[src/rtl/alink_rx_fifo.sv]
// Packet-aware RX FIFO: stages each alink nonce report speculatively and exposes it to the
// FWFT read port only once the full PKT_LEN words have arrived; commit visible one cycle after rx_last.
module alink_rx_fifo #(
  parameter int DEPTH_LOG2 = 6,
  parameter int PKT_LEN    = 5
) (
  input  logic                  clk,
  input  logic                  rst_n,
  input  logic                  reg_flush,
  input  logic                  rx_start,
  input  logic                  rx_vld,
  input  logic [31:0]           rx_dat,
  input  logic                  rx_last,
  input  logic                  rd_en,
  output logic [31:0]           rd_dat,
  output logic                  rxfifo_empty,
  output logic [DEPTH_LOG2:0]   rxfifo_cnt,
  output logic [15:0]           drop_cnt,
  output logic                  len_err
);

  localparam int PW    = DEPTH_LOG2 + 1;
  localparam int DEPTH = 1 << DEPTH_LOG2;

  typedef enum logic [1:0] {IDLE, RECV, DROP} state_t;

  state_t          state_q, state_d;
  logic [PW-1:0]   rd_ptr_q, rd_ptr_d;
  logic [PW-1:0]   wr_ptr_c_q, wr_ptr_c_d;
  logic [PW-1:0]   wr_ptr_s_q, wr_ptr_s_d;
  logic [PW-1:0]   wcnt_q, wcnt_d;
  logic [15:0]     drop_cnt_q, drop_cnt_d;
  logic            len_err_q, len_err_d;
  logic [31:0]     mem_q [DEPTH];

  logic [PW-1:0]   cnt;
  logic [PW-1:0]   free;
  logic [PW-1:0]   wcnt_inc;
  logic            has_space;
  logic            full_len;
  logic            mem_we;

  assign cnt       = wr_ptr_c_q - rd_ptr_q;
  assign free      = PW'(DEPTH) - cnt;
  assign has_space = (free >= PW'(PKT_LEN));
  assign wcnt_inc  = wcnt_q + PW'(1);
  assign full_len  = (wcnt_inc == PW'(PKT_LEN));

  // State register
  always_ff @(posedge clk or negedge rst_n) begin
    if (!rst_n) begin
      state_q <= IDLE;
    end else begin
      state_q <= state_d;
    end
  end

  // Next-state logic; rx_start restarts from any state, flush overrides all
  always_comb begin
    state_d = state_q;
    unique case (state_q)
      IDLE: state_d = IDLE;
      RECV: if (rx_vld && (rx_last || full_len)) state_d = IDLE;
      DROP: if (rx_vld && rx_last) state_d = IDLE;
      default: state_d = IDLE;
    endcase
    if (rx_start) state_d = has_space ? RECV : DROP;
    if (reg_flush) state_d = IDLE;
  end

  // FSM outputs
  always_comb begin
    mem_we = (state_q == RECV) && rx_vld && !rx_start && !reg_flush;
  end

  // Pointer, counter and status next-state
  always_comb begin
    rd_ptr_d   = rd_ptr_q;
    wr_ptr_c_d = wr_ptr_c_q;
    wr_ptr_s_d = wr_ptr_s_q;
    wcnt_d     = wcnt_q;
    drop_cnt_d = drop_cnt_q;
    len_err_d  = len_err_q;

    if (rd_en && !rxfifo_empty) rd_ptr_d = rd_ptr_q + 1'b1;

    if (rx_start) begin
      wr_ptr_s_d = wr_ptr_c_q;
      wcnt_d     = '0;
      if (state_q != IDLE) len_err_d = 1'b1;
      if (!has_space && drop_cnt_q != 16'hffff) drop_cnt_d = drop_cnt_q + 16'd1;
    end else if (mem_we) begin
      wr_ptr_s_d = wr_ptr_s_q + 1'b1;
      wcnt_d     = wcnt_inc;
      if (rx_last && full_len) begin
        wr_ptr_c_d = wr_ptr_s_q + 1'b1;
      end else if (rx_last || full_len) begin
        len_err_d = 1'b1;
      end
    end

    if (reg_flush) begin
      rd_ptr_d   = '0;
      wr_ptr_c_d = '0;
      wr_ptr_s_d = '0;
      wcnt_d     = '0;
      drop_cnt_d = '0;
      len_err_d  = 1'b0;
    end
  end

  always_ff @(posedge clk or negedge rst_n) begin
    if (!rst_n) begin
      rd_ptr_q   <= '0;
      wr_ptr_c_q <= '0;
      wr_ptr_s_q <= '0;
      wcnt_q     <= '0;
      drop_cnt_q <= '0;
      len_err_q  <= 1'b0;
    end else begin
      rd_ptr_q   <= rd_ptr_d;
      wr_ptr_c_q <= wr_ptr_c_d;
      wr_ptr_s_q <= wr_ptr_s_d;
      wcnt_q     <= wcnt_d;
      drop_cnt_q <= drop_cnt_d;
      len_err_q  <= len_err_d;
    end
  end

  // Storage is not reset; speculative writes only ever land in free slots
  always_ff @(posedge clk) begin
    if (mem_we) mem_q[wr_ptr_s_q[DEPTH_LOG2-1:0]] <= rx_dat;
  end

  assign rd_dat       = mem_q[rd_ptr_q[DEPTH_LOG2-1:0]];
  assign rxfifo_empty = (cnt == '0);
  assign rxfifo_cnt   = cnt;
  assign drop_cnt     = drop_cnt_q;
  assign len_err      = len_err_q;

endmodule

[config.mk]
export PLATFORM = sky130hd
export DESIGN_NAME = alink_rx_fifo
export DESIGN_NICKNAME = d
export VERILOG_FILES = /design/src/rtl/alink_rx_fifo.sv
export SDC_FILE = /design/constraint.sdc
export NUM_CORES = 2
export LEC_CHECK = 0
export BUFFER_PORTS_ARGS = -buffer_cell sky130_fd_sc_hd__buf_4
export CELL_PAD_IN_SITES_DETAIL_PLACEMENT = 0
export CELL_PAD_IN_SITES_GLOBAL_PLACEMENT = 1
export CORE_ASPECT_RATIO = 0.6
export CORE_MARGIN = 2
export CORE_UTILIZATION = 30
export DETAILED_ROUTE_END_ITERATION = 10
export PLACE_DENSITY_LB_ADDON = 0.1
export SKIP_LAST_GASP = 1
export SLEW_MARGIN = 20
export SYNTH_ARGS = -nofsm -noshare
export SYNTH_HDL_FRONTEND = slang
export SYNTH_SLANG_ARGS = --single-unit
[constraint.sdc]
create_clock -name clk -period 4.72 [get_ports clk]
set_input_delay 0.472 -clock clk [delete_from_list [all_inputs] [get_ports clk]]
set_output_delay 0.472 -clock clk [all_outputs]
set_load 0.005 [all_outputs]
==> results by group <==
Run status
  • Result of the run: complete, no violations

Setup path
  • List of cells traversed by the critical path: buf_12 > mux4_2 > mux4_2 > mux4_2 > buf_4
  • Arrival time at the worst endpoint: 4.11 ns
  • CP Data Required Time: 4.25 ns
  • Crit Path Class: reg -> out
  • Most used cell, CP: sky130_fd_sc_hd__mux4_2
  • Largest fanout on the critical path: 133
  • Max stage delay on crit path: 0.64 ns
  • Kind of launch point of the worst setup path: flop
  • Sort of element at the end of the critical path: output port
  • Slowest CP cell: sky130_fd_sc_hd__mux4_2
  • Internal reg-to-reg setup slack: 0.58 ns

STA
  • Number of slew-limit violations in the final report: 0
  • Peak clock frequency supported by timing: 218 MHz
  • Max-slew headroom at the worst pin: 0.191
  • Final-report setup violation count: 0
  • Transition time of the tightest slew-check pin: 1.21 ns
  • Min Clock Period, post-route: 4.58 ns
  • Final hold slack: 0.144 ns
  • Unrepaired setup endpoints after global routing: yes
  • Summed negative setup slack over all endpoints: 0 ns
  • Final setup skew: 0.0549 ns
  • Period utilisation layout: 0.971
  • Count of endpoints failing hold in the final timing report: 0

Pwr
  • Highest ir drop seen on vdd: 0.000297 V
  • Logic pwr share: 0.132
  • Clock group share of total power: 0.383
  • Net Sw Power: 10.1 mW
  • Sw Ratio: 0.239
  • Internal cell power: 32.0 mW
  • Sequential share of power: 0.486
  • Static leakage: 28.0 nW
  • Cell Pwr Density: 449 nW/um^2

Synth
  • Async set-or-reset flop fraction in the synthesized netlist: 0.0224
  • Most area-consuming cells after synthesis: sky130_fd_sc_hd__edfxtp_1 76%, sky130_fd_sc_hd__mux4_2 19%, sky130_fd_sc_hd__dfrtp_1 1.5%
  • Count of mapped cells out of synthesis: 3303
  • Count of cell types in the netlist: 54
  • Count of flip-flops with a built-in enable after synthesis: 2048
  • Cell taking the most area after synthesis: sky130_fd_sc_hd__edfxtp_1
  • Warning count from the yosys run: 0
  • Top-area cell type share of the netlist area: 0.763
  • Primary FF master, synth: sky130_fd_sc_hd__edfxtp_1
  • Sequential fraction of the synthesis area: 0.778
  • Post-synthesis cell area: 80600 um^2
  • Number of nets produced by synthesis: 3356
  • Mean area per synthesized cell: 24.4 um^2
  • #FFs+latches synth: 2095

Detailed routing
  • Total wirelength of the detailed-routed design: 251 mm
  • Antenna Violating Nets Remaining: 0
  • First-pass detailed-route iteration total: 5
  • Starting DRT DRC Count: 4210
  • DRC violation count after routing: 0
  • Total via count after detailed routing: 38000
  • Routed WL per cell: 34.3 um
  • Detailed-route vias per instance: 5.19

Clock network
  • Clock-pin slew reported for the worst setup and hold paths after clock tree synthesis: 0.07 ns
  • Insertion delay of the later-clocked pin in the worst-skew pair: 0.87 ns
  • TritonCTS clock tree: built
  • CTS Root Cell: sky130_fd_sc_hd__clkbuf_16
  • # clock sinks: 2095
  • # H-tree levels: 4
  • Number of buffers on the longest clock path: 4
  • Number of CTS-inserted buffers: 211

Floorplanning
  • Die Ht: 405 um
  • Core area: 267000 um^2
  • Number of top-level pins: 96
  • Row cnt: 147
  • Width of the die: 673 um
  • Die Area: 273000 um^2
  • Starting utilization of the core area: 0.302

GRT
  • Pin count of the biggest net entering global routing: 134
  • Global Route Usage Sum: 0.183
  • Initial antenna violation count: 48
  • Grt total ovfl: 0
  • Vias in the first global route: 38400
  • First-pass GRT wire length: 338 mm

Cells and area
  • Design area: 93800 um^2
  • Post-layout net count: 3626
  • Most common library cell in the layout ignoring fill and taps: sky130_fd_sc_hd__edfxtp_1
  • Number of cells in the finished layout apart from fillers: 7321
  • Commonest cells after routing, fill and taps aside: 2048 x sky130_fd_sc_hd__edfxtp_1, 672 x sky130_fd_sc_hd__mux4_2, 214 x sky130_fd_sc_hd__clkbuf_16
  • Syn-to-layout area delta: 16.4%
  • Share of cells above drive strength 1: 0.336

Worst hold path
  • Classification of the worst-slack hold path: in -> reg

Placement
  • Final HPWL from detailed placement: 138 mm
  • Number of buffers inserted by port buffering: 95
  • # placed instances: 6921
  • Post-place instance area: 87000 um^2
  • RD Place Congestion: 0.759

Job
  • Max capacitance violation total: 0
==> final cells by class <==
class                           count  area (um^2)
Antenna cell                       13         32.5
Clock buffer                      266         5530
Clock inverter                    106          882
Fill cell                       24300       173000
Inverter                           19         80.1
Multi-Input combinational cell   1018        17600
Sequential cell                  2095        62700
Tap cell                         3576         4470
Timing Repair Buffer              228         2460
==> power by group through the flow <==
stage / clock network [mW] / logic [mW] / registers (mW)
CTS: 16.6 / 5.59 / 20.4
global route: 17.2 / 5.88 / 20.4
finish: 16.1 / 5.54 / 20.4
global placement: 0 / 5.35 / 20.8
detailed placement: 0 / 5.40 / 20.8
floorplan: 0 / 3.34 / 20.8
==> synthesized netlist by cell type (3+ instances only) <==
cell	number
sky130_fd_sc_hd__nand3_1	18
sky130_fd_sc_hd__xnor2_1	24
sky130_fd_sc_hd__dfrtp_1	47
sky130_fd_sc_hd__nand2_1	26
sky130_fd_sc_hd__nand3b_1	4
sky130_fd_sc_hd__xor2_1	10
sky130_fd_sc_hd__buf_1	10
sky130_fd_sc_hd__ha_1	13
sky130_fd_sc_hd__nor3_1	5
sky130_fd_sc_hd__inv_1	16
sky130_fd_sc_hd__o31ai_1	3
sky130_fd_sc_hd__edfxtp_1	2048
sky130_fd_sc_hd__and3_1	4
sky130_fd_sc_hd__or3_1	9
sky130_fd_sc_hd__or4_1	4
sky130_fd_sc_hd__clkbuf_1	123
sky130_fd_sc_hd__mux2i_1	3
sky130_fd_sc_hd__o21ai_0	12
sky130_fd_sc_hd__mux4_2	672
sky130_fd_sc_hd__buf_2	38
sky130_fd_sc_hd__nor2_1	126
sky130_fd_sc_hd__nand4_1	11
sky130_fd_sc_hd__a21oi_1	30
sky130_fd_sc_hd__a211oi_1	6
sky130_fd_sc_hd__nor2b_1	4
==> repair_timing <==
action / 4_1_cts / 5_1_grt
gates cloned: 4 / 1
hold endpoints to repair: 56 / 0
endpoints found under the setup margin: 30 / 10
hold buffers: 5 / 0
buffers inserted: 5 / 0
resized for setup: 9 / 2
==> worst max-delay path: cells and delay by family, from the launching register on <==
family | cells | cell delay (ns)
buf+inv | 2 | 0.65
flops | 1 | 0.55
mux | 3 | 1.69
==> metal layers <==
layer  vias to the layer above  GRT usage  part of all wire
li1                      14900          -                 -
met1                     21400      0.274              0.47
met2                      1381      0.265              0.43
met3                       315     0.0505             0.079
met4                        16     0.0378             0.021
met5                         -          0           0.00032
==> worst paths after layout <==
check	cells past startpoint	endpoint	from
worst max-delay path	5	rd_dat[23]	rd_ptr_q[1]
worst min-delay path	1	mem_q[54][16]	rx_dat[16]
worst max register to register	14	drop_cnt[13]	rd_ptr_q[0]
worst min register to register	2	len_err	len_err
max in group asynchronous	2	rd_ptr_q[3]	rst_n
min in group asynchronous	2	wr_ptr_c_q[2]	rst_n
==> cell families after synthesis <==
logic type	Yosys count	share of synthesized area
mux	675	0.188
compound gates	66	0.00539
xor+xnor	35	0.00390
simple gates	228	0.0132
buf+inv	190	0.00944
fa+ha+maj	14	0.00227
flops	2095	0.778
==> stage by stage <==
stage | utilization | setup slack, ns | total power, mW
after floorplan | - | 0.401 | 24.2
after global placement | 0.326 | 0.394 | 26.2
after detailed placement | 0.326 | 0.647 | 26.2
after CTS | 0.351 | 0.0177 | 42.6
after global routing | 0.351 | -0.0149 | 43.5
final | 0.351 | 0.135 | 42.1
==> state kept, by name (all words and copies together) (netlist names) <==
| register | cells |
|---|---|
| drop_cnt | 16 |
| rd_ptr_q | 7 |
| len_err | 1 |
| wcnt_q | 7 |
| wr_ptr_s_q | 7 |
| wr_ptr_c_q | 7 |
| state_q | 2 |
| mem_q | 2048 |
Note: power is estimated with default switching activity, not from simulation.
